**config.mk**
```make
export PLATFORM = sky130hd
export DESIGN_NAME = pkt_port_event_gen
export DESIGN_NICKNAME = d
export VERILOG_FILES = /design/src/rtl/pkt_port_event_gen.sv
export SDC_FILE = /design/constraint.sdc
export NUM_CORES = 1
export LEC_CHECK = 0
export BUFFER_PORTS_ARGS = -buffer_cell sky130_fd_sc_hd__buf_2
export CORE_UTILIZATION = 35
export CTS_CLUSTER_DIAMETER = 30
export DETAILED_ROUTE_END_ITERATION = 10
export MAX_ROUTING_LAYER = met4
export PLACE_DENSITY = 0.59
export SLEW_MARGIN = 20
export SYNTH_ARGS = -nofsm -noshare
export SYNTH_HDL_FRONTEND = slang
export SYNTH_SLANG_ARGS = --single-unit
```
**constraint.sdc**
```tcl
create_clock -name asclk -period 3.2 [get_ports asclk]
set_input_delay 0.48 -clock asclk [delete_from_list [all_inputs] [get_ports asclk]]
set_output_delay 0.48 -clock asclk [all_outputs]
set_load 0.02 [all_outputs]
```
**src/rtl/pkt_port_event_gen.sv**
```systemverilog
// pkt_port_event_gen: taps an AXI4-Stream, emits per-packet source-port event codes and a 1-second timebase.
module pkt_port_event_gen #(
    parameter int C_TUSER_WIDTH = 128,
    parameter int SRC_PORT_POS  = 16,
    parameter int TICKS_PER_SEC = 160000000
) (
    input  logic                     asclk,
    input  logic                     aresetn,
    input  logic                     s_axis_tvalid,
    input  logic                     s_axis_tready,
    input  logic                     s_axis_tlast,
    input  logic [C_TUSER_WIDTH-1:0] s_axis_tuser,
    output logic [27:0]              cnt_time,
    output logic [2:0]               proc_port_3rd,
    output logic [31:0]              bad_port_cnt,
    output logic [31:0]              evt_drop_cnt
);
    localparam logic [27:0] TERM = 28'(TICKS_PER_SEC);
    localparam logic [2:0]  NONE = 3'd7;

    typedef enum logic {WAIT_SOP, IN_PKT} state_t;

    state_t      state_q, state_d;
    logic [27:0] cnt_q, cnt_d;
    logic [2:0]  proc_q, proc_d;
    logic [31:0] bad_q, bad_d, drop_q, drop_d;
    logic        skid_vld_q, skid_vld_d;
    logic [2:0]  skid_code_q, skid_code_d;
    logic        beat, sop, one_hot, term_next, drop;
    logic [7:0]  f;
    logic [2:0]  code;
    logic        unused_tuser;

    assign unused_tuser = ^s_axis_tuser;
    assign beat      = s_axis_tvalid & s_axis_tready;
    assign sop       = beat && state_q == WAIT_SOP;
    assign f         = s_axis_tuser[SRC_PORT_POS +: 8];
    assign one_hot   = (f != 8'd0) && ((f & (f - 8'd1)) == 8'd0);
    assign code      = !one_hot ? 3'd5 : |(f & 8'hAA) ? 3'd4 :
                       f[0] ? 3'd0 : f[2] ? 3'd1 : f[4] ? 3'd2 : 3'd3;
    assign cnt_d     = (cnt_q == TERM) ? 28'd1 : cnt_q + 28'd1;
    assign term_next = cnt_d == TERM;

    // SOP tracking: any accepted beat in WAIT_SOP starts a packet, tlast ends it
    always_comb begin
        state_d = state_q;
        if (beat)
            state_d = s_axis_tlast ? WAIT_SOP : IN_PKT;
    end

    // Event presentation: blank the terminal cycle, park one event in the skid, drop on overflow
    always_comb begin
        proc_d      = NONE;
        skid_vld_d  = skid_vld_q;
        skid_code_d = skid_code_q;
        drop        = 1'b0;
        if (term_next) begin
            if (!skid_vld_q) begin
                skid_vld_d  = sop;
                skid_code_d = code;
            end else begin
                drop = sop;
            end
        end else if (skid_vld_q) begin
            proc_d      = skid_code_q;
            skid_vld_d  = sop;
            skid_code_d = code;
        end else begin
            proc_d = sop ? code : NONE;
        end
    end

    // Saturating error counters
    always_comb begin
        bad_d  = (sop && !one_hot && bad_q != '1) ? bad_q + 32'd1 : bad_q;
        drop_d = (drop && drop_q != '1) ? drop_q + 32'd1 : drop_q;
    end

    // State and output registers
    always_ff @(posedge asclk or negedge aresetn) begin
        if (!aresetn) begin
            state_q     <= WAIT_SOP;
            cnt_q       <= '0;
            proc_q      <= NONE;
            bad_q       <= '0;
            drop_q      <= '0;
            skid_vld_q  <= 1'b0;
            skid_code_q <= NONE;
        end else begin
            state_q     <= state_d;
            cnt_q       <= cnt_d;
            proc_q      <= proc_d;
            bad_q       <= bad_d;
            drop_q      <= drop_d;
            skid_vld_q  <= skid_vld_d;
            skid_code_q <= skid_code_d;
        end
    end

    assign cnt_time      = cnt_q;
    assign proc_port_3rd = proc_q;
    assign bad_port_cnt  = bad_q;
    assign evt_drop_cnt  = drop_q;
endmodule

```
==> run metrics <==
Max Clk Rate=339 MHz; number of port buffers=107; Reg clk slew, reported paths=70 ps; P per Cell Area=432 nW/µm²; Worst setup EP type=flip-flop; design area=6480 µm²; die footprint=15,500 µm²; final antenna-violating net count=0; root buf cell=clkbuf_16; Post-Synth Adder-Cell Area=0.0114; post-cts hold buffer count=0; final hold violations=0; initial core utilization=0.361; Final nets=766; synthesized cell area=5270 µm²; grt met1 use=0.224; crit path DAT=3190 ps; WHS=73.6 ps; gr usage total=0.172; first-pass GRT wire length=20,800 µm; Area growth, synth to finish=23.0%; Setup CP Type=flip-flop to flip-flop; Final Max Tran Viols=0; most common cell after layout, fill and taps aside=buf_2; Period Utilization, post-route=0.923; Synth Area in XOR/XNOR=0.151; clock skew=6.10 ps; maximum vdd drop=0.377 mV; main combinational cell family by area after synthesis=simple AND/OR/NAND/NOR gates; vias in the first global route=4,132; Yosys reg bits=100; Residual DRC=0; compound-cell area share of the yosys netlist=0.0452; Vias/cell=5.18; # clock sinks=100; Clock Latency Late Sink=350 ps; Die Y-Extent=125 µm; Critical Path Fanout Max=9; top_reg_cell synth=dfrtp_1; Max Cap Violations=0; Inst Count DP=801; post-synth cell types=61; global route total overflow=0; FF-to-FF setup slack=250 ps; final wirelength=12,500 µm; crit path launch type=flip-flop; met2 usage=0.257; Post-synth EDFFs=0; Seq/Total Area, Yosys=0.477; Detailed Place HPWL=9000 µm; cell leakage power=0.00320 µW; Slew HR=0.667; layout cells sized above 1=0.304; clock tree buffer depth=2; fin crit period=2950 ps; area taken by multi-input logic gates=2610 µm²; I/O Pins=228; routability cong.=0.846; status=finished clean; GR peak layer=met2; DRT iter0 DRCs=275; Post-synth ARST share=1.00; Pre-antenna DRT Iters=4; placed cell areas=6110 µm²; fillcell total=1,358; RSZ-0062 raised after global routing=no; Ys Warns=0; largest net degree at the start of global routing=77; initial antenna violation count=0; setup ws final=247 ps; setup TNS=0 ps; Mapped Nets=640; CTS Buf Count=9; FP Rows=44; floorplan core area=14,600 µm²; final setup vio count=0; total number of vias=4,241; Avg Cell Area, Syn=10.5 µm²; Worst Hold Class=input port to asynchronous set/reset pin; most frequent cells in the layout=106 x buf_2, 94 x dfrtp_1, 57 x xnor2_1, 42 x nand2_1; pre-CTS setup slack=73.8 ps; post-synthesis mux area share=0.0185; Worst-Margin Slew=494 ps; CTS tree=yes; Die W=125 µm; H-tree Lvls=3; Reg area=2510 µm²; Post-Synth Simple-Gate Area=0.264; Post-Synthesis Cells=503; Avg WL per Cell=15.3 µm; Finished Layout Cells=818; diode count=0; M3 GR Usage=0.0357; Worst EP required=3430 ps
area by class of cell:
| type | instances | area share |
|---|---|---|
| tap | 184 | 0.0355 |
| timing repair buffer | 132 | 0.114 |
| inverter | 17 | 0.00985 |
| clock inverter | 3 | 0.00657 |
| multi-input combinational | 369 | 0.403 |
| clock buffer | 13 | 0.0433 |
| sequential | 100 | 0.388 |
synth_stat cells (10+ instances only):
cell type | instances | share of area
xnor2_1 | 57 | 0.095
and3_1 | 25 | 0.030
and4_1 | 10 | 0.017
nor3_1 | 22 | 0.021
nor4_1 | 10 | 0.012
nand3_1 | 33 | 0.031
nor2_1 | 20 | 0.014
inv_1 | 17 | 0.012
nand4_1 | 23 | 0.027
xor2_1 | 32 | 0.053
dfrtp_1 | 94 | 0.45
nand2_1 | 42 | 0.030
registers in the layout (all words and copies together), names as in the netlist:
register,cells
state_q,1
evt_drop_cnt,32
cnt_time,28
skid_vld_q,1
proc_port_3rd,3
skid_code_q,3
bad_port_cnt,32
metal layers:
| metal | vias up | share of wire |
|---|---|---|
| met4 | 0 | 0.022 |
| met2 | 119 | 0.46 |
| met3 | 25 | 0.049 |
| met5 | - | 0 |
| met1 | 2072 | 0.47 |
| li1 | 2025 | - |
cells by family after synthesis:
logic type,Yosys count
fa+ha+maj,5
compound gates,32
buf+inv,34
xor+xnor,90
simple gates,233
mux,9
flops,100
worst max-delay path: stages, from the launching register on:
cell       delay [ps]
dfrtp_1           350
ha_2              270
and3_2            240
nand2_1           130
or3_4             420
a2111oi_4         400
nand3_4           200
nor3_4            320
buf_4             230
nand4_1           130
xnor2_1           150
per-stage QoR:
step | power (µW) | util
after detailed placement | 1650 | 0.419
final | 2800 | 0.444
after global placement | 1650 | 0.419
after CTS | 2840 | 0.441
after floorplan | 1530 | -
after global routing | 2920 | 0.444
final timing paths:
kind	to	startpoint	depth (start not counted)
hold / removal	cnt_time[12]	aresetn	1
max in group asynchronous	proc_port_3rd[1]	aresetn	2
setup / recovery	evt_drop_cnt[5]	cnt_time[0]	10
hold reg to reg	evt_drop_cnt[6]	evt_drop_cnt[6]	1
setup reg to reg	evt_drop_cnt[5]	cnt_time[0]	10
min in group asclk	state_q	s_axis_tlast	2
power by group:
group	leakage [µW]	internal [µW]	switching (µW)
combinational	0.00172	90.9	159
clock	0.000158	691	476
sequential	0.00132	1320	63.1
repair_timing:
action                     in CTS  in global routing
buffers inserted                0                  0
gates resized for setup         0                  6
setup endpoints to repair       0                 31
(Power assumes the default switching activity.)
